File: config.mk
export PLATFORM = sky130hd
export DESIGN_NAME = mem_access
export DESIGN_NICKNAME = d
export VERILOG_FILES = /design/src/rtl/mem_access_pkg.sv /design/src/rtl/mem_load_ext.sv /design/src/rtl/mem_access.sv
export SDC_FILE = /design/constraint.sdc
export NUM_CORES = 1
export LEC_CHECK = 0
export CAP_MARGIN = 20
export CORE_MARGIN = 10
export CORE_UTILIZATION = 35
export DETAILED_ROUTE_END_ITERATION = 8
export HOLD_SLACK_MARGIN = 0.15
export SLEW_MARGIN = 0
export SYNTH_ARGS = -nofsm -noshare
export SYNTH_HDL_FRONTEND = slang
export SYNTH_SLANG_ARGS = --single-unit
File: constraint.sdc
create_clock -name clk -period 11.3 [get_ports clk]
set_input_delay 1.13 -clock clk [delete_from_list [all_inputs] [get_ports clk]]
set_output_delay 1.13 -clock clk [all_outputs]
set_load 0.005 [all_outputs]
File: src/rtl/mem_access_pkg.sv
// Shared op encodings, FSM states and small decode helpers for the MEM stage.
// Imported by mem_access and mem_load_ext.
package mem_access_pkg;

    localparam int OpLen = 6;
    typedef logic [OpLen-1:0] op_t;

    localparam op_t OP_NOP   = 6'd0;
    localparam op_t OP_LUI   = 6'd1;
    localparam op_t OP_AUIPC = 6'd2;
    localparam op_t OP_JAL   = 6'd3;
    localparam op_t OP_JALR  = 6'd4;
    localparam op_t OP_BEQ   = 6'd5;
    localparam op_t OP_BNE   = 6'd6;
    localparam op_t OP_BLT   = 6'd7;
    localparam op_t OP_BGE   = 6'd8;
    localparam op_t OP_BLTU  = 6'd9;
    localparam op_t OP_BGEU  = 6'd10;
    localparam op_t OP_LB    = 6'd11;
    localparam op_t OP_LH    = 6'd12;
    localparam op_t OP_LW    = 6'd13;
    localparam op_t OP_LBU   = 6'd14;
    localparam op_t OP_LHU   = 6'd15;
    localparam op_t OP_SB    = 6'd16;
    localparam op_t OP_SH    = 6'd17;
    localparam op_t OP_SW    = 6'd18;
    localparam op_t OP_ADD   = 6'd19;
    localparam op_t OP_SUB   = 6'd20;
    localparam op_t OP_SLL   = 6'd21;
    localparam op_t OP_SLT   = 6'd22;
    localparam op_t OP_SLTU  = 6'd23;
    localparam op_t OP_XOR   = 6'd24;
    localparam op_t OP_SRL   = 6'd25;
    localparam op_t OP_SRA   = 6'd26;
    localparam op_t OP_OR    = 6'd27;
    localparam op_t OP_AND   = 6'd28;

    localparam logic        True        = 1'b1;
    localparam logic        False       = 1'b0;
    localparam logic [31:0] ZERO_WORD   = 32'h0000_0000;
    localparam logic [4:0]  RegAddrZero = 5'd0;

    // Access size in bytes
    localparam logic [2:0] SIZE_B = 3'd1;
    localparam logic [2:0] SIZE_H = 3'd2;
    localparam logic [2:0] SIZE_W = 3'd4;

    typedef enum logic [1:0] {IDLE, ISSUE, DRAIN, DONE} ma_state_t;

    function automatic logic op_is_load(input op_t op);
        return op inside {OP_LB, OP_LH, OP_LW, OP_LBU, OP_LHU};
    endfunction

    function automatic logic op_is_store(input op_t op);
        return op inside {OP_SB, OP_SH, OP_SW};
    endfunction

    function automatic logic op_is_mem(input op_t op);
        return op_is_load(op) || op_is_store(op);
    endfunction

    function automatic logic op_is_branch(input op_t op);
        return op inside {OP_BEQ, OP_BNE, OP_BLT, OP_BGE, OP_BLTU, OP_BGEU};
    endfunction

    function automatic logic op_writes_rd(input op_t op);
        return !(op_is_store(op) || op_is_branch(op) || (op == OP_NOP));
    endfunction

    function automatic logic [2:0] op_size(input op_t op);
        case (op)
            OP_LH, OP_LHU, OP_SH: return SIZE_H;
            OP_LW, OP_SW:         return SIZE_W;
            default:              return SIZE_B;
        endcase
    endfunction

endpackage

File: src/rtl/mem_load_ext.sv
// Combinational load extension: assembled little-endian bytes -> register word.
// Kept standalone so a future data cache can reuse it.
module mem_load_ext
    import mem_access_pkg::*;
#(
    parameter int DATA_W = 32
) (
    input  logic [OpLen-1:0]  i_op,
    input  logic [DATA_W-1:0] i_buf,
    output logic [DATA_W-1:0] o_word
);

    logic signed [7:0]  w_byte_s;
    logic signed [15:0] w_half_s;

    assign w_byte_s = $signed(i_buf[7:0]);
    assign w_half_s = $signed(i_buf[15:0]);

    always_comb begin
        o_word = i_buf;
        case (i_op)
            OP_LB:   o_word = DATA_W'(w_byte_s);
            OP_LH:   o_word = DATA_W'(w_half_s);
            OP_LBU:  o_word = DATA_W'(i_buf[7:0]);
            OP_LHU:  o_word = DATA_W'(i_buf[15:0]);
            default: o_word = i_buf;
        endcase
    end

endmodule

File: src/rtl/mem_access.sv
// RV32I MEM stage: ALU results pass through in one cycle; loads/stores run
// byte-serially on the shared 8-bit RAM port while upstream is stalled.
module mem_access
    import mem_access_pkg::*;
#(
    parameter int ADDR_W = 32,
    parameter int DATA_W = 32,
    parameter int RD_LAT = 1
) (
    input  logic              clk,
    input  logic              rst_n,
    input  logic              rdy,
    input  logic              in_valid,
    input  logic [OpLen-1:0]  in_op,
    input  logic [ADDR_W-1:0] in_addr,
    input  logic [DATA_W-1:0] in_data,
    input  logic [4:0]        in_rd,
    output logic              mem_req,
    input  logic              mem_gnt,
    output logic [ADDR_W-1:0] mem_a,
    output logic              mem_wr,
    output logic [7:0]        mem_dout,
    input  logic [7:0]        mem_din,
    output logic              wb_valid,
    output logic              wb_we,
    output logic [4:0]        wb_rd,
    output logic [DATA_W-1:0] wb_data,
    output logic              mem_stall
);

    if (RD_LAT != 1) begin : g_bad_rd_lat
        $error("mem_access supports only RD_LAT = 1");
    end

    ma_state_t         r_state, w_state_nxt;
    op_t               r_op;
    logic [ADDR_W-1:0] r_addr;
    logic [DATA_W-1:0] r_data;
    logic [4:0]        r_rd;
    logic [2:0]        r_k;
    logic              r_cap_pend;
    logic [1:0]        r_cap_idx;
    logic [DATA_W-1:0] r_buf;
    logic              r_wb_valid;
    logic              r_wb_we;
    logic [4:0]        r_wb_rd;
    logic [DATA_W-1:0] r_wb_data;
    logic [2:0]        w_last_k;
    logic              w_accept_mem;
    logic [DATA_W-1:0] w_ext;

    assign w_last_k     = op_size(r_op) - 3'd1;
    assign w_accept_mem = (r_state == IDLE) && in_valid && op_is_mem(in_op);

    mem_load_ext #(.DATA_W(DATA_W)) u_load_ext (
        .i_op   (r_op),
        .i_buf  (r_buf),
        .o_word (w_ext)
    );

    always_ff @(posedge clk or negedge rst_n) begin
        if (!rst_n) begin
            r_state <= IDLE;
        end else if (rdy) begin
            r_state <= w_state_nxt;
        end
    end

    // Control and pass-through result registers; rdy low freezes everything.
    always_ff @(posedge clk or negedge rst_n) begin
        if (!rst_n) begin
            r_k        <= 3'd0;
            r_cap_pend <= False;
            r_wb_valid <= False;
            r_wb_we    <= False;
            r_wb_rd    <= RegAddrZero;
            r_wb_data  <= '0;
        end else if (rdy) begin
            r_wb_valid <= False;
            r_wb_we    <= False;
            r_cap_pend <= (r_state == ISSUE) && mem_gnt && op_is_load(r_op);
            if (r_state == IDLE && in_valid) begin
                if (op_is_mem(in_op)) begin
                    r_k <= 3'd0;
                end else begin
                    r_wb_valid <= True;
                    r_wb_we    <= (in_rd != RegAddrZero) && op_writes_rd(in_op);
                    r_wb_rd    <= in_rd;
                    r_wb_data  <= in_data;
                end
            end else if (r_state == ISSUE && mem_gnt) begin
                r_k <= r_k + 3'd1;
            end
        end
    end

    // Access datapath: only observed in ISSUE/DRAIN/DONE, so no reset needed.
    // The byte granted in cycle t arrives on mem_din in t+1 and is steered by r_cap_idx.
    always_ff @(posedge clk) begin
        if (rdy) begin
            if (w_accept_mem) begin
                r_op   <= in_op;
                r_addr <= in_addr;
                r_data <= in_data;
                r_rd   <= in_rd;
            end
            r_cap_idx <= r_k[1:0];
            if (r_cap_pend) begin
                r_buf[{r_cap_idx, 3'b000} +: 8] <= mem_din;
            end
        end
    end

    always_comb begin
        w_state_nxt = r_state;
        mem_req     = False;
        mem_wr      = False;
        mem_a       = '0;
        mem_dout    = 8'h00;
        mem_stall   = False;
        wb_valid    = r_wb_valid;
        wb_we       = r_wb_we;
        wb_rd       = r_wb_rd;
        wb_data     = r_wb_data;
        case (r_state)
            IDLE: begin
                if (w_accept_mem) w_state_nxt = ISSUE;
            end
            ISSUE: begin
                mem_req   = True;
                mem_wr    = op_is_store(r_op) && mem_gnt && rdy;
                mem_a     = r_addr + ADDR_W'(r_k);
                mem_dout  = r_data[{r_k[1:0], 3'b000} +: 8];
                mem_stall = True;
                if (mem_gnt && (r_k == w_last_k)) begin
                    w_state_nxt = op_is_store(r_op) ? DONE : DRAIN;
                end
            end
            DRAIN: begin
                mem_stall   = True;
                w_state_nxt = DONE;
            end
            DONE: begin
                wb_valid    = True;
                wb_we       = op_is_load(r_op) && (r_rd != RegAddrZero);
                wb_rd       = r_rd;
                wb_data     = op_is_load(r_op) ? w_ext : DATA_W'(ZERO_WORD);
                w_state_nxt = IDLE;
            end
            default: w_state_nxt = IDLE;
        endcase
    end

endmodule

==> results of run 1 <==
==> per-layer routing <==
layer	part of all wire	up-vias	track usage
li1	-	2502	-
met1	0.45	2533	0.1874
met2	0.48	152	0.2345
met3	0.058	8	0.04046
met4	0.0070	0	0.03207
met5	0	-	0
==> state kept, by name, indices dropped and copies added (netlist names) <==
register	flops
r_wb_rd	5
r_wb_valid	1
r_cap_pend	1
r_cap_idx	2
r_rd	5
r_state	2
r_data	32
r_addr	32
r_wb_we	1
r_buf	32
r_k	3
r_wb_data	32
r_op	6
==> logic make-up after synthesis <==
kind of cell,share of synthesized area
buf+inv,0.04314
simple gates,0.1420
compound gates,0.07475
flops,0.5880
fa+ha+maj,0.02408
xor+xnor,0.03512
mux,0.09298
==> layout by cell type, fill, tap and decap left out, drive strengths merged, types with 3 or more instances in the layout <==
| cell | instances |
|---|---|
| nand2b | 5 |
| and4 | 3 |
| nor2 | 16 |
| clkinv | 3 |
| nor3 | 6 |
| nor2b | 7 |
| clkdlybuf4s50 | 168 |
| o211ai | 17 |
| ha | 12 |
| nand3 | 10 |
| inv | 63 |
| xor2 | 4 |
| o21ai | 24 |
| nand2 | 22 |
| nand4 | 18 |
| a21oi | 9 |
| mux2 | 44 |
| mux4 | 8 |
| and2 | 71 |
| xnor2 | 26 |
| nor3b | 6 |
| edfxtp | 109 |
| clkbuf | 17 |
| dfrtp | 45 |
| and3 | 6 |
| o22ai | 17 |
| buf | 10 |
==> final cells by class <==
type | instances | area [sq um] | area share
Inverter | 53 | 198.9 | 0.01979
Clock inverter | 15 | 147.6 | 0.01469
Sequential cell | 154 | 4399 | 0.4376
Tap cell | 275 | 344.1 | 0.03423
Multi-Input combinational cell | 363 | 2786 | 0.2772
Clock buffer | 17 | 425.4 | 0.04231
Timing Repair Buffer | 178 | 1752 | 0.1742
==> power breakdown <==
group,total (W),switching [W],internal [W]
registers,0.000755,0.0000617,0.000693
clock network,0.000551,0.000256,0.000294
logic,0.000740,0.000315,0.000425
total,0.00205,0.000634,0.00141
==> per-stage QoR <==
step / instances / area, sq um / util / setup WS (ns)
2_1_floorplan: 600 / 7482 / - / 1.318
3_3_place_gp: 1020 / 9460 / 0.4500 / 6.383
3_5_place_dp: 1021 / 9465 / 0.4503 / 6.288
4_1_cts: 1053 / 10040 / 0.4775 / 5.803
5_1_grt: 1055 / 10050 / 0.4782 / 5.498
6_report: 1055 / 10050 / 0.4782 / 5.870
==> path summary, 6_finish.rpt <==
| kind | endpoint | cells after the start |
|---|---|---|
| hold / removal | r_wb_rd[4]$_DFFE_PN0P_ | 1 |
| setup reg to reg | r_addr[1]$_DFFE_PP_ | 5 |
| max in group asynchronous | r_k[0]$_DFFE_PN0P_ | 2 |
| hold reg to reg | r_wb_rd[4]$_DFFE_PN0P_ | 1 |
| setup / recovery | mem_a[26] | 9 |
| min in group asynchronous | r_wb_data[3]$_DFFE_PN0P_ | 2 |
==> run_results.csv, run 1 <==
group,metric,value,unit
run_status,status,"finished clean",
clock_network,root_buffer,"clkbuf_16",
die,start_util,0.3559,
die,fp.dieW,166.2,um
global_route,grt_max_degree,77,
synth,yosys_warnings,0,
worst_setup_path,startpoint_type,"flop",
global_route,grt_pass1_wl,31620,um
worst_setup_path,cp_data_required_time,10.17,ns
worst_setup_path,cpLargestDelayFamily,"compound AO/OA/AOI/OAI gates",
power,vdd_drop_max,0.09669,mV
clock_network,tritoncts,"yes",
worst_setup_path,crit_path_max_incr_delay,0.98,ns
final_layout,area_delta_synth_final,34.36,%
power,power,0.002046,W
worst_setup_path,worstPathArrival,4.30,ns
timing,period_share,0.4805,
worst_setup_path,worst-path-buf-inv,2,
synth,synthArstFlopShare,0.2922,
synth,synth_fp_nets,701,
worst_hold_path,hold_path.startpoint,"r_wb_rd[4]$_DFFE_PN0P_",
timing,tns,0,ns
global_route,grt_antenna_before_repair,0,
route,first_iter_violations,359,
run,drv_cap,0,
timing,hold_viol,0,
placed_design,place_hpwl,15260,um
worst_setup_path,crit_path_end_kind,"output port",
worst_hold_path,worstHoldPathType,"reg -> reg",
worst_setup_path,path_class,"reg -> out",
clock_network,h-tree-depth,4,
clock_network,hold_buffers,0,
synth,syn_area_per_cell,12.47,sq um
worst_setup_path,setup.worst_path.start,"r_k[0]$_DFFE_PN0P_",
route,route.vias.total,5195,
final_layout,drive_above_1_share,0.1308,
global_route,grt_pass1_vias,5316,
timing,timing.fmax,184.2,MHz
timing,tightest_slew,1.048,ns
route,first_pass_iters,5,
global_route,gr-total-overflow,0,
clock_network,cts_made_buffers,17,
clock_network,clk_latency,0.42,ns
synth,syn_area,7482,sq um
route,antenna_left,0,
synth,synth_commonest_cells,"edfxtp_1, and2_1, inv_1",
synth,synth_edf_count,109,
die,row_count,53,
final_layout,antenna_cells,0,
placed_design,numPortBuffers,169,
worst_setup_path,slowest_stage,"a2111oi_2",
die,die_area,27630,sq um
route,routed_wirelength,20450,um
synth,synth_most_common_cell,"edfxtp_1",
global_route,grt_use_total,0.1443,
power,p_leak,3.688,nW
clock_network,cts_setup_buffers,0,
timing,timing.hold.ws,0.5063,ns
synth,synth_area_leader_cell,"edfxtp_1",
synth,ys_ff_latch,154,
clock_network,clock_sinks,154,
synth,synth_ff_type,"edfxtp_1",
timing,relSlewSlack,0.2998,
synth,synth_cell_types,57,
synth,synth_top_area_frac,0.4375,
route,drc,0,
final_layout,final_nets,868,
timing,setup_viol,0,
worst_setup_path,rrSetupSlack,8.82,ns
final_layout,nFillCells,1903,
die,ios,170,
synth,synth_area_leaders,"edfxtp_1, dfrtp_1, mux2_2, and2_1, xnor2_1",
worst_setup_path,crit_chain,"ha_1 -> inv_1 -> fa_1 -> nand2b_1 -> a2111oi_2 -> nand4_1 -> xnor2_1 -> and2_1 -> clkdlybuf4s50_1",
clock_network,clock_path_buffers,2,
placed_design,gp_congestion,0.8216,
synth,synthCells,600,
synth,ys_seq_area_frac,0.5880,
worst_setup_path,cp_max_fo,16,
die,coreArea,21020,sq um
route,wl_per_cell,19.38,um
route,viasPerCell,4.924,
timing,fin_skew,0.009870,ns
power,power_density,203.5,nW/um^2
clock_network,path_clk_slew,0.07,ns
timing,rsz0062_at_grt,"false",
clock_network,ctsResizeCount,0,
worst_setup_path,r2r-start,"r_state[0]$_DFFE_PN0P_",
die,die_h,166.2,um
timing,slew_viol_final,0,
timing,finalCriticalPeriod,5.430,ns
(Power assumes the default switching activity.)
==> run 2, diff against run 1 <==
==> constraint.sdc (replaced) <==
create_clock -name clk -period 5.1 [get_ports clk]
set_input_delay 0.51 -clock clk [delete_from_list [all_inputs] [get_ports clk]]
set_output_delay 0.51 -clock clk [all_outputs]
set_load 0.005 [all_outputs]
==> run 2 against run 1 <==
  * Critical endpoint is now mem_a[22]
  * Clock skew grew 0.0072 ns
  * Highest routed layer unchanged
  * Via count increased by 1.3%
  * Setup slack worse by 4.8 ns
  * Critical path depth stayed put
  * Critical path type unchanged
  * Combinational power grew 120%
  * Sequential power increased by 120%
==> run_results.csv, run 2 (synthesis results as in run 1) <==
group,metric,value,unit
worst_hold_path,worstHoldPathType,"in -> async",
die,fp.dieW,166.2,um
final_layout,drive_above_1_share,0.1339,
route,antenna_left,0,
timing,relSlewSlack,0.3945,
power,vdd_drop_max,0.2373,mV
final_layout,final_nets,872,
global_route,grt_max_degree,66,
route,first_iter_violations,322,
clock_network,ctsResizeCount,0,
worst_setup_path,slowest_stage,"dfrtp_1",
timing,tightest_slew,0.9044,ns
worst_setup_path,startpoint_type,"flop",
timing,timing.fmax,247.1,MHz
clock_network,cts_made_buffers,17,
timing,tns,0,ns
route,wl_met2,9547,um
clock_network,clock_path_buffers,2,
die,row_count,53,
global_route,grt_use_total,0.1451,
die,ios,170,
worst_setup_path,reg2reg_depth,5,
timing,hold_viol,0,
final_layout,multi_input_area,2795,sq um
die,coreArea,21020,sq um
placed_design,gp_congestion,0.8591,
global_route,grt_pass1_vias,5481,
placed_design,place_hpwl,15300,um
power,power_density,455.4,nW/um^2
final_layout,area_delta_synth_final,35.97,%
die,die_area,27630,sq um
final_layout,ff_latch_area,4399,sq um
worst_setup_path,crit_path_max_incr_delay,0.77,ns
clock_network,tritoncts,"yes",
clock_network,clk_latency,0.43,ns
final_layout,nFillCells,1829,
worst_setup_path,crit_end,"mem_a[22]",
route,viasPerCell,4.972,
clock_network,h-tree-depth,4,
final_layout,antenna_cells,0,
timing,slew_viol_final,0,
worst_setup_path,setup.worst_path.start,"r_k[1]$_DFFE_PN0P_",
timing,fin_skew,0.01705,ns
clock_network,path_clk_slew,0.07,ns
route,drc,0,
worst_setup_path,crit_path_end_kind,"output port",
global_route,grt_pass1_wl,31710,um
route,met3_length,1292,um
route,wl_met1,9080,um
clock_network,root_buffer,"clkbuf_16",
route,highest_layer,"met4",
worst_setup_path,crit_chain,"inv_1 -> fa_1 -> nand2b_1 -> a2111oi_2 -> buf_4 -> nand4_1 -> xnor2_1 -> and2_1 -> clkdlybuf4s50_1",
die,start_util,0.3559,
run_status,status,"finished clean",
timing,timing.hold.ws,0.5055,ns
timing,rsz0062_at_grt,"false",
final_layout,fin_util,0.4840,
route,routed_wirelength,20270,um
global_route,gr-total-overflow,0,
placed_design,numPortBuffers,169,
worst_setup_path,path_class,"reg -> out",
route,wl_per_cell,19.14,um
die,die_h,166.2,um
route,first_pass_iters,5,
clock_network,clock_sinks,154,
run,drv_cap,0,
worst_setup_path,worstPathArrival,3.54,ns
worst_setup_path,timing.rr.end,"r_addr[24]$_DFFE_PP_",
worst_setup_path,rrSetupSlack,2.49,ns
timing,period_share,0.7936,
final_layout,final_common_cell,"clkdlybuf4s50_1",
global_route,grt_antenna_before_repair,0,
timing,finalCriticalPeriod,4.047,ns
timing,setup_viol,0,
final_layout,final_cell_mix,"clkdlybuf4s50_1, edfxtp_1, and2_1",
route,route.vias.total,5265,
worst_setup_path,cp_max_fo,16,
worst_setup_path,r2r-start,"r_state[0]$_DFFE_PN0P_",
power,p_leak,3.748,nW
worst_setup_path,cp_data_required_time,4.59,ns
-- run 2: worst max-delay path, delay by kind of cell (launching register included) --
kind | cells | cell delay (ns)
AO/OA/AOI/OAI | 1 | 0.39
XOR/XNOR | 1 | 0.14
adder cells (fa/ha/maj) | 1 | 0.43
buffers and inverters | 3 | 0.93
flip-flops | 1 | 0.77
AND/OR/NAND/NOR | 3 | 0.46
-- run 2: report_power, final --
group	internal, W	total [W]	switching (W)
registers	0.00154	0.00166	0.000122
clock network	0.000752	0.00131	0.000561
logic	0.000949	0.00166	0.000714
-- run 2: how the worst min path moves through the flow --
stage                          endpoint  slack (ns)  cells past startpoint
2_1_floorplan    r_cap_pend$_DFFE_PN0P_        0.21                      0
3_3_place_gp     r_wb_rd[4]$_DFFE_PN0P_        0.48                      1
3_5_place_dp   r_wb_data[3]$_DFFE_PN0P_        0.42                      1
4_1_cts        r_wb_data[0]$_DFFE_PN0P_        0.50                      2
5_1_grt        r_wb_data[1]$_DFFE_PN0P_        0.51                      2
6_report       r_wb_data[0]$_DFFE_PN0P_        0.51                      2
-- run 2: final cells by class --
class | instances | area share
clock buffer | 17 | 0.04182
clock inverter | 15 | 0.01955
inverter | 53 | 0.01955
multi-input combinational | 363 | 0.2748
sequential | 154 | 0.4324
tap | 275 | 0.03382
timing repair buffer | 182 | 0.1781
-- run 2: what timing repair did --
item                                   4_1_cts  5_1_grt
hold buffers                                 1        0
endpoints found under the hold margin       11        0
buffers inserted                             0        0
-- run 2: metrics by stage --
stage,std cells,total power [W],cell area (sq um),setup slack [ns]
2_1_floorplan,600,0.002425,7497,1.278
3_3_place_gp,1022,0.003336,9497,1.542
3_5_place_dp,1023,0.003358,9517,1.489
4_1_cts,1056,0.004697,10150,1.007
5_1_grt,1059,0.004913,10170,0.7770
6_report,1059,0.004633,10170,1.053
-- run 2: layer usage --
layer / up-vias / GRT usage
met5: - / 0
met4: 0 / 0.04887
met3: 19 / 0.04378
met2: 163 / 0.2333
met1: 2569 / 0.1820
li1: 2514 / -
==> run 3, diff against run 2 <==
==> constraint.sdc (replaced) <==
create_clock -name clk -period 4 [get_ports clk]
set_input_delay 0.4 -clock clk [delete_from_list [all_inputs] [get_ports clk]]
set_output_delay 0.4 -clock clk [all_outputs]
set_load 0.005 [all_outputs]
==> run 3 against run 2 <==
  * Register-to-register slack got worse by 0.74 ns
  * Total power rose by 27%
  * Cell area fell by 0.14%
  * Utilization fell by 0.065 points
  * Cell count rose by 0.19%
  * Clock skew fell by 0.0059 ns
  * Worst hold slack got worse by 0.033 ns
  * Sequential share of layout area rose by 0.059 points
  * Combinational power rose by 31%
  * Critical endpoint is now mem_a[26]
  * Largest cell class unchanged
==> run_results.csv, run 3 (synthesis results as in run 1) <==
group,metric,value,unit
run_status,status,"finished clean",
timing,finalCriticalPeriod,3.533,ns
worst_setup_path,path_class,"reg -> out",
timing,rsz0062_at_grt,"false",
power,p_leak,3.732,nW
die,die_h,166.2,um
timing,fin_skew,0.01112,ns
worst_setup_path,startpoint_type,"flop",
power,p_comb_frac,0.369,
clock_network,tritoncts,"yes",
route,met3_length,1186,um
worst_hold_path,worstHoldPathType,"in -> async",
power,vdd_drop_max,0.2816,mV
route,antenna_left,0,
worst_setup_path,crit_end,"mem_a[26]",
die,start_util,0.3559,
die,coreArea,21020,sq um
route,highest_layer,"met4",
die,die_area,27630,sq um
timing,period_share,0.8832,
placed_design,gp_congestion,0.8332,
final_layout,final_nets,873,
global_route,grt_pass1_wl,31470,um
power,switchingPower,0.001757,W
route,drc,0,
global_route,grt_max_degree,77,
route,routed_wirelength,20330,um
final_layout,final_cell_mix,"clkdlybuf4s50_1, edfxtp_1, and2_1",
worst_setup_path,crit_chain,"ha_1 -> inv_1 -> fa_1 -> nand2b_1 -> a2111oi_2 -> buf_4 -> nand4_1 -> xnor2_1 -> and2_1 -> clkdlybuf4s50_1",
die,row_count,53,
clock_network,h-tree-depth,4,
route,first_pass_iters,5,
route,wl_met1,9223,um
timing,timing.fmax,283.0,MHz
worst_setup_path,cp_max_fo,10,
worst_setup_path,rrSetupSlack,1.75,ns
placed_design,postPlaceCellArea,9527,sq um
route,wl_met2,9707,um
power,p_int,0.004130,W
clock_network,path_clk_slew,0.06,ns
die,ios,170,
route,wl_per_cell,19.16,um
route,viasPerCell,4.906,
global_route,gr-total-overflow,0,
worst_setup_path,timing.rr.end,"r_state[1]$_DFFE_PN0P_",
route,first_iter_violations,380,
power,power_density,579.4,nW/um^2
clock_network,clock_sinks,154,
worst_setup_path,setup.worst_path.start,"r_k[0]$_DFFE_PN0P_",
run,drv_cap,0,
route,route.vias.total,5205,
worst_setup_path,cp_data_required_time,3.60,ns
final_layout,multi_input_area,2795,sq um
final_layout,final_common_cell,"clkdlybuf4s50_1",
placed_design,place_hpwl,14990,um
clock_network,cts_setup_buffers,0,
final_layout,area_delta_synth_final,35.79,%
clock_network,root_buffer,"clkbuf_16",
worst_setup_path,slowest_stage,"clkdlybuf4s50_1",
timing,slew_viol_final,0,
clock_network,cts_made_buffers,17,
timing,tns,0,ns
die,fp.dieW,166.2,um
power,p_clk_frac,0.276,
worst_setup_path,reg2reg_depth,5,
worst_setup_path,crit_path_max_incr_delay,0.50,ns
final_layout,drive_above_1_share,0.1338,
global_route,grt_pass1_vias,5417,
final_layout,design_area,10160,sq um
timing,setup_viol,0,
final_layout,nFillCells,1867,
final_layout,ff_latch_area,4399,sq um
global_route,grt_use_total,0.1433,
clock_network,clk_latency,0.42,ns
timing,tightest_slew,0.8905,ns
timing,relSlewSlack,0.4051,
power,swShare,0.2985,
worst_setup_path,worstPathArrival,3.13,ns
power,power_frac_seq,0.355,
worst_setup_path,r2r-start,"r_op[2]$_DFFE_PP_",
timing,hold_viol,0,
clock_network,clock_path_buffers,2,
worst_setup_path,crit_path_end_kind,"output port",
placed_design,numPortBuffers,169,
global_route,grt_antenna_before_repair,1,
## run 3: cell count changes in the layout (fill, tap and decap cells not counted), sizes merged
cell      previous run  this run
clkinv               4         2
clkbuf              18        19
diode                0         1
inv                 62        59
buf                 12        14
clkinvlp             0         3
## run 3: metrics by stage
| stage | setup WS (ns) | util | instances | hold slack, ns | power [W] |
|---|---|---|---|---|---|
| floorplan | 0.2621 | - | 600 | 0.1044 | 0.003092 |
| global placement | 0.9750 | 0.4532 | 1026 | 0.4846 | 0.004274 |
| detailed placement | 0.8810 | 0.4532 | 1026 | 0.4916 | 0.004306 |
| CTS | 0.4266 | 0.4818 | 1058 | 0.2371 | 0.005958 |
| global route | 0.2982 | 0.4832 | 1060 | 0.4959 | 0.006205 |
| finish | 0.4670 | 0.4833 | 1061 | 0.4726 | 0.005886 |
## run 3: power by group through the flow
stage,combinational (W),sequential [W],clock (W)
after floorplan,0.00101,0.00208,0
after global placement,0.00217,0.00210,0
after detailed placement,0.00219,0.00212,0
after CTS,0.00221,0.00209,0.00166
after global routing,0.00236,0.00212,0.00172
final,0.00217,0.00209,0.00162
## run 3: worst min-delay path by stage
stage	startpoint	endpoint	slack (ns)	depth (start not counted)
finish	rst_n	r_wb_data[3]$_DFFE_PN0P_	0.47	2
global route	rst_n	r_wb_data[3]$_DFFE_PN0P_	0.50	2
CTS	rst_n	r_wb_data[3]$_DFFE_PN0P_	0.24	1
detailed placement	r_wb_rd[3]$_DFFE_PN0P_	r_wb_rd[3]$_DFFE_PN0P_	0.49	1
global placement	r_wb_rd[0]$_DFFE_PN0P_	r_wb_rd[0]$_DFFE_PN0P_	0.48	1
floorplan	rst_n	r_cap_pend$_DFFE_PN0P_	0.10	0
## run 3: worst max-delay path, delay by kind of cell, from the launching register on
| family | cells | cell delay (ns) |
|---|---|---|
| xor gates and xnor gates | 1 | 0.17 |
| adders and majority gates | 2 | 0.54 |
| buffers and inverters | 3 | 0.79 |
| AOI/OAI and AO/OA | 1 | 0.38 |
| DFF | 1 | 0.34 |
| and+or+nand+nor | 3 | 0.48 |
## run 3: what timing repair did
item                                   4_1_cts  5_1_grt
hold buffers                                 0        1
gates resized for setup                      0        0
endpoints found under the hold margin        0       16
## run 3: final cells by class
class,count,area share
Sequential cell,154,0.4330
Multi-Input combinational cell,363,0.2751
Inverter,53,0.01958
Antenna cell,1,0.0002463
Clock buffer,19,0.04360
Timing Repair Buffer,183,0.1791
Clock inverter,13,0.01552
Tap cell,275,0.03387
## run 3: metal layers
metal | GRT usage | up-vias
met5 | 0 | -
met2 | 0.2331 | 179
met3 | 0.03928 | 15
li1 | - | 2505
met1 | 0.1818 | 2506
met4 | 0.04315 | 0
